==> src/rtl/ifu_fetch.sv <==
// Instruction fetch unit: owns the fetch PC, keeps one imem request in flight and
// hands {pc, inst} to IF/ID. Define IFU_PERF_EN to add fetch/drop performance counters.
module ifu_fetch #(
    parameter int PC_WIDTH = 64,
    parameter int INST_WIDTH = 32,
    parameter logic [PC_WIDTH-1:0] RESET_PC = PC_WIDTH'(64'h8000_0000)
) (
    input  logic                  clk,
    input  logic                  rst,
    output logic                  imem_req_valid,
    input  logic                  imem_req_ready,
    output logic [PC_WIDTH-1:0]   imem_req_addr,
    input  logic                  imem_rsp_valid,
    input  logic [INST_WIDTH-1:0] imem_rsp_data,
    output logic                  out_valid,
    input  logic                  out_ready,
    output logic [PC_WIDTH-1:0]   out_pc,
    output logic [INST_WIDTH-1:0] out_inst,
    input  logic                  redirect_valid,
    input  logic [PC_WIDTH-1:0]   redirect_pc
`ifdef IFU_PERF_EN
    ,
    output logic [63:0]           perf_fetch_cnt,
    output logic [63:0]           perf_drop_cnt
`endif
);

    // state | meaning
    // IDLE  | first cycle after reset
    // REQ   | presenting request for pc
    // WAIT  | request accepted, awaiting response
    // HOLD  | instruction presented to IF/ID
    // DROP  | awaiting a wrong-path response to discard
    typedef enum logic [2:0] {IDLE, REQ, WAIT, HOLD, DROP} state_t;

    state_t                state, state_next;
    logic [PC_WIDTH-1:0]   pc, pc_next;
    logic [PC_WIDTH-1:0]   out_pc_next;
    logic [INST_WIDTH-1:0] out_inst_next;
    logic                  req_fire;

    assign imem_req_valid = (state == REQ);
    assign imem_req_addr  = pc;
    assign out_valid      = (state == HOLD) && !redirect_valid;
    assign req_fire       = imem_req_valid && imem_req_ready;

    always_ff @(posedge clk) begin
        if (rst) begin
            state    <= IDLE;
            pc       <= RESET_PC;
            out_pc   <= '0;
            out_inst <= '0;
        end else begin
            state    <= state_next;
            pc       <= pc_next;
            out_pc   <= out_pc_next;
            out_inst <= out_inst_next;
        end
    end

    always_comb begin
        state_next    = state;
        pc_next       = pc;
        out_pc_next   = out_pc;
        out_inst_next = out_inst;
        case (state)
            IDLE: state_next = REQ;
            REQ: begin
                if (redirect_valid) begin
                    pc_next = redirect_pc;
                    if (req_fire) state_next = DROP;
                end else if (req_fire) begin
                    state_next = WAIT;
                end
            end
            WAIT: begin
                if (redirect_valid) begin
                    pc_next    = redirect_pc;
                    state_next = imem_rsp_valid ? REQ : DROP;
                end else if (imem_rsp_valid) begin
                    out_pc_next   = pc;
                    out_inst_next = imem_rsp_data;
                    state_next    = HOLD;
                end
            end
            HOLD: begin
                if (redirect_valid) begin
                    pc_next    = redirect_pc;
                    state_next = REQ;
                end else if (out_ready) begin
                    pc_next    = pc + PC_WIDTH'(4);
                    state_next = REQ;
                end
            end
            DROP: begin
                // A redirect here only retargets pc; the stale response still has to be consumed.
                if (redirect_valid) pc_next = redirect_pc;
                if (imem_rsp_valid) state_next = REQ;
            end
            default: state_next = IDLE;
        endcase
    end

`ifdef IFU_PERF_EN
    logic fetch_evt, drop_evt;

    assign fetch_evt = out_valid && out_ready;
    assign drop_evt  = (imem_rsp_valid && ((state == WAIT && redirect_valid) || state == DROP))
                     || (state == HOLD && redirect_valid);

    always_ff @(posedge clk) begin
        if (rst) begin
            perf_fetch_cnt <= '0;
            perf_drop_cnt  <= '0;
        end else begin
            if (fetch_evt) perf_fetch_cnt <= perf_fetch_cnt + 64'd1;
            if (drop_evt)  perf_drop_cnt  <= perf_drop_cnt + 64'd1;
        end
    end
`endif

endmodule

==> config.mk <==
export PLATFORM = sky130hd
export DESIGN_NAME = ifu_fetch
export DESIGN_NICKNAME = d
export VERILOG_FILES = /design/src/rtl/ifu_fetch.sv
export SDC_FILE = /design/constraint.sdc
export NUM_CORES = 1
export LEC_CHECK = 0
export CAP_MARGIN = 30
export CORE_UTILIZATION = 31
export DETAILED_ROUTE_END_ITERATION = 7
export GPL_TIMING_DRIVEN = 1
export RECOVER_POWER = 50
export SLEW_MARGIN = 5
export SYNTH_ARGS = -nofsm -noshare
export SYNTH_HDL_FRONTEND = slang
export SYNTH_SLANG_ARGS = --single-unit
export TNS_END_PERCENT = 5
==> constraint.sdc <==
create_clock -name clk -period 3 [get_ports clk]
set_input_delay 0.3 -clock clk [delete_from_list [all_inputs] [get_ports clk]]
set_output_delay 0.3 -clock clk [all_outputs]
set_load 0.005 [all_outputs]
Word-level counts from Yosys, hierarchy flattened
Index checks and enable logic that the tools add are counted.

Output and inout port bits: 162. Word-level logic and storage cells: 38. Register bits: 163.

Add/subtract/negate cells: 1. Bitwise operators: 1. Multiplexer cells: 14. Equal/unequal tests: 9. Reduce and logical (&&, ||, !) cells: 9.

Operators by type and width (count): 64-bit 2-to-1 mux (3); 64-bit case mux with 2 select lines (1); 64-bit by 3-bit adder with 64-bit output (second input constant) (1); 3-bit 2-to-1 mux (9); 3-bit case mux with 5 select lines (1); 3-bit by 2-bit == test with 1-bit output (second input constant) (2); 3-bit != test (second input constant) (2); 3-bit AND reduction (2); 2-bit by 1-bit != test with 1-bit output (second input constant) (2); 4-bit AND reduction (1); 3-bit by 1-bit == test with 1-bit output (second input constant) (1); 3-bit == test (second input constant) (1); 3-bit zero test (1); 3-bit OR reduction (1); 1-bit logical AND (2); 2-bit != test (second input constant) (1); 2-bit nonzero test (1); 1-bit zero test (1); 1-bit NOT (1).

Depth between registers and ports, before layout
Word-level depth: 5. Gate-level depth with buffers: 9. Mapped depth without buffers: 7.

Least setup slack after synthesis
Ideal clock, no wire load.

Path kind: flip-flop to flip-flop. From: reg pc[2], in the netlist imem_req_addr[2]. To: reg pc[36], in the netlist imem_req_addr[36]. Setup slack: 0.581 ns. Cell stages (with the launch flop): 7. Library setup time: 0.074 ns. Arrival time: 2.345 ns. Required time: 2.926 ns. Cell sequence: dfxtp_1 -> ha_1 -> nand4_1 -> nor4_2 -> nand4_1 -> or4_1 -> a31oi_1.

Word-level cells in the longest chain between the ends: 4.

RTL lines: start, declared (RTL line 37) `logic [PC_WIDTH-1:0] pc, pc_next;`; start signal, assigned (RTL line 55) `pc <= pc_next;`; 64-bit by 3-bit adder with 64-bit output (RTL line 91) `pc_next = pc + PC_WIDTH'(4);`; 64-bit 2-to-1 mux (RTL line 90) `end else if (out_ready) begin`; 64-bit 2-to-1 mux (RTL line 87) `if (redirect_valid) begin`; 64-bit case mux with 2 select lines (RTL line 66) `case (state)`.

No other way between the ends. The select of a mux whose other input is x is not followed. A chain may end at the register's enable or synchronous reset.

Final worst setup path
From: reg pc[3], in the netlist imem_req_addr[3]. To: reg pc[48], in the netlist imem_req_addr[48].

The elaborated chain is that of the path after synthesis.

==> results by group <==
Floorplan
  • Area of the die: 25260 µm²
  • Die Ht: between 150 and 200 µm
  • Die Wd: between 150 and 200 µm
  • Io pins: ~260
  • Initial Util: 0.3149
  • Core ar.: about 24000 µm²
  • # rows: between 50 and 60

Detailed routing
  • Final wirelength: 27.32 mm
  • 1st-pass router iterations: 6
  • Via count: between 8000 and 9000
  • DR iter-0 viols: slightly above 500
  • Final antenna-violating net count: 0
  • Vias/cell: between 5 and 6
  • # DRC: 0
  • Routed WL per cell: between 15 and 20 µm

Clocking
  • Post-CTS Hold Fix Bufs: 0
  • Reg clk slew, reported paths: 0.08 ns
  • CTS tree: built
  • Setup Buffers After CTS: 0
  • Clock Latency Late Sink: roughly 0.44 ns
  • CTS HTree Levels: 4
  • Post-cts resize count: 0
  • CTS Buffer Depth: 2
  • Root Driver: clkbuf_16
  • CTS Sinks: 163
  • CTS Buf Count: 17

Global route
  • Vias in the first global route: roughly 7800
  • First-pass GRT wire length: between 40 and 50 mm
  • Largest net degree at the start of global routing: ~70
  • Total GRT Usage: 0.2110
  • Number of antenna violations at the first check in global routing: 0
  • Residual overflow from global routing: 0

Placed design
  • Cells after DPL: around 1600
  • HPWL Detailed: about 19 mm
  • GP Congestion: roughly 0.83
  • Buffers added on ports: about 260

Critical path
  • Critical path type: flop to flop
  • Worst Path Max Fanout: 8
  • Worst R2R Path Depth: 8
  • Type of destination of the critical path: flop
  • Worst stage delay on the critical path: ~0.42 ns
  • Crit path cell chain: ha_1, nand4_1, nor4_2, buf_4, nand4_1, nor2_1, a21oi_1, a211o_1
  • Reg2reg end: imem_req_addr[48]$_SDFFE_PP0P_
  • R2r setup slk: around 0.26 ns
  • Startpoint Class: flop
  • CP max-delay cell: dfxtp_1
  • Worst flop-to-flop path startpoint: imem_req_addr[3]$_SDFFE_PP0P_
  • Most Frequent Cell on Critical Path: nand4_1
  • Worst EP required: ~3.3 ns
  • CP Data Arrival Time: ~3.1 ns

Status
  • Status: complete, no violations

STA
  • Final worst path period share: 0.9140
  • Final hold vios: 0
  • Slew Viols, Final: 0
  • Worst Max-Slew Pin Slew: approximately 0.6 ns
  • Tmin final: 2.742 ns
  • FMAX: roughly 0.36 GHz
  • Skew final: between 0.01 and 0.015 ns
  • Worst slew margin: 0.6024
  • # setup viols final: 0
  • RSZ-0062 raised after global routing: no
  • Sum Neg Setup Slack: 0 ns

Worst hold path
  • Hold depth: 2
  • Worst min path class: input port to flop
  • Hold Crit Start: rst
  • WHS Endpoint: imem_req_addr[42]$_SDFFE_PP0P_

Power
  • Power density cells: around 470 nW/µm²
  • Leakage: about 4.1 nW
  • PnR Total Power: 5.371 mW
  • VDD IR max: approximately 0.00030 V

Yosys
  • Combinational family with the most area after synthesis: simple AND/OR/NAND/NOR gates
  • Mux contribution to synthesized area: 0.001311
  • Synth Area in Compound Gates: 0.2238
  • EDFF count, synth: 0
  • Post-synthesis adder-cell area fraction: 0.001639
  • Synth Instances: 1012
  • Post-Syn Area: approximately 7600 µm²
  • Distinct cells, synth: 66
  • Post-Synth Simple-Gate Area: 0.3035
  • Post-synthesis sequential area ratio: 0.4273
  • Mean post-synth cell area: 7.546 µm²
  • Synthesized Nets: approximately 1100
  • Ys Warns: 0
  • #FFs+latches synth: 163
  • Async SR Flop Fraction: 0
  • Synth Area in XOR/XNOR: 0
  • Predominant post-synthesis flop cell: dfxtp_1

Layout
  • Most frequent cells in the layout: 247 x nand2_1, 163 x dfxtp_1, 149 x dlygate4sd3_1, 141 x a21oi_1, 113 x clkdlybuf4s50_1
  • Fillers: between 2000 and 2500
  • Number of inserted diodes: 0
  • Area Growth Syn to Fin: 48.11%
  • Ratio of cells with drive above 1 in the final layout: 0.06861
  • Layout Nets: between 1000 and 1500
  • Finished Layout Cells: around 1600
  • Most common cell after layout, fill and taps aside: nand2_1

Run
  • Max-Cap Viols: 0
area by class of cell:
cell class / instances / area (µm²) / share of cell area
timing repair buffer: 304 / 2959 / 0.2616
sequential: 163 / 3263 / 0.2885
multi-input combinational: 765 / 4081 / 0.3609
clock buffer: 17 / 425.4 / 0.03761
tap: 324 / 405.4 / 0.03584
clock inverter: 15 / 160.2 / 0.01416
inverter: 4 / 15.01 / 0.001328
worst max-delay path by stage:
| stage | startpoint | slack, ns | depth (start not counted) | endpoint |
|---|---|---|---|---|
| global placement | redirect_valid | 0.16 | 8 | imem_req_addr[36]$_SDFFE_PP0P_ |
| global route | imem_req_addr[3]$_SDFFE_PP0P_ | 0.06 | 8 | imem_req_addr[50]$_SDFFE_PP0P_ |
| finish | imem_req_addr[3]$_SDFFE_PP0P_ | 0.26 | 8 | imem_req_addr[48]$_SDFFE_PP0P_ |
| detailed placement | redirect_valid | 0.13 | 7 | imem_req_addr[63]$_SDFFE_PP0P_ |
| floorplan | imem_req_addr[2]$_SDFFE_PP0P_ | 0.58 | 6 | imem_req_addr[36]$_SDFFE_PP0P_ |
| CTS | imem_req_addr[3]$_SDFFE_PP0P_ | 0.29 | 8 | imem_req_addr[48]$_SDFFE_PP0P_ |
state kept, by name, indices dropped and copies added, names as in the netlist:
register and flops:
state 3, out_inst 32, out_pc 64, imem_req_addr 64
per-stage QoR:
step	instance area (µm²)	util	hold WS [ns]	worst slack [ns]
2_1_floorplan	7636	-	0.4360	0.5808
3_3_place_gp	10770	0.4441	0.4409	0.1563
3_5_place_dp	10770	0.4441	0.4453	0.1326
4_1_cts	11350	0.4683	0.3001	0.2864
5_1_grt	11310	0.4664	0.3272	0.06317
6_report	11310	0.4664	0.2959	0.2579
per-layer routing:
metal | vias to the layer above | global-route usage | share of wire
met4 | 0 | 0.05594 | 0.0094
met1 | 3953 | 0.2790 | 0.46
met5 | - | 0 | 0
met2 | 288 | 0.3477 | 0.47
li1 | 4123 | - | -
met3 | 18 | 0.04480 | 0.062
power by group:
part	internal, mW	switching, mW	leakage (nW)
Clock	1.12	1.07	0.283
Combinational	0.407	0.388	2.54
Sequential	2.25	0.144	1.32
Total	3.77	1.60	4.15
cells by family (layout without fill, tap and decap cells):
family | count (synthesis) | in the layout
fa+ha+maj | 1 | 1
mux | 1 | 1
simple gates | 482 | 482
buf+inv | 84 | 340
flops | 163 | 163
compound gates | 281 | 281
cell usage after synthesis, types with 14 or more instances:
master    number  area (µm²)
a21oi_1      141       705.7
nand3_1       45       225.2
a22oi_1       29       217.7
a31oi_1       14       87.58
o21ai_0       29       145.1
nor3_1        15       75.07
nand2_1      247       927.1
o211ai_1      15       112.6
nor2_1        60       225.2
nand4_1       22       137.6
clkbuf_1      66       247.7
dfxtp_1      163        3263
critical path, delay by kind of cell, from the launching register on:
family | cells | cell delay, ns
AND/OR/NAND/NOR | 4 | 1.36
flip-flops | 1 | 0.42
AO/OA/AOI/OAI | 2 | 0.39
buffers and inverters | 1 | 0.21
adder cells (fa/ha/maj) | 1 | 0.25
Note: power is estimated with default switching activity, not from simulation.
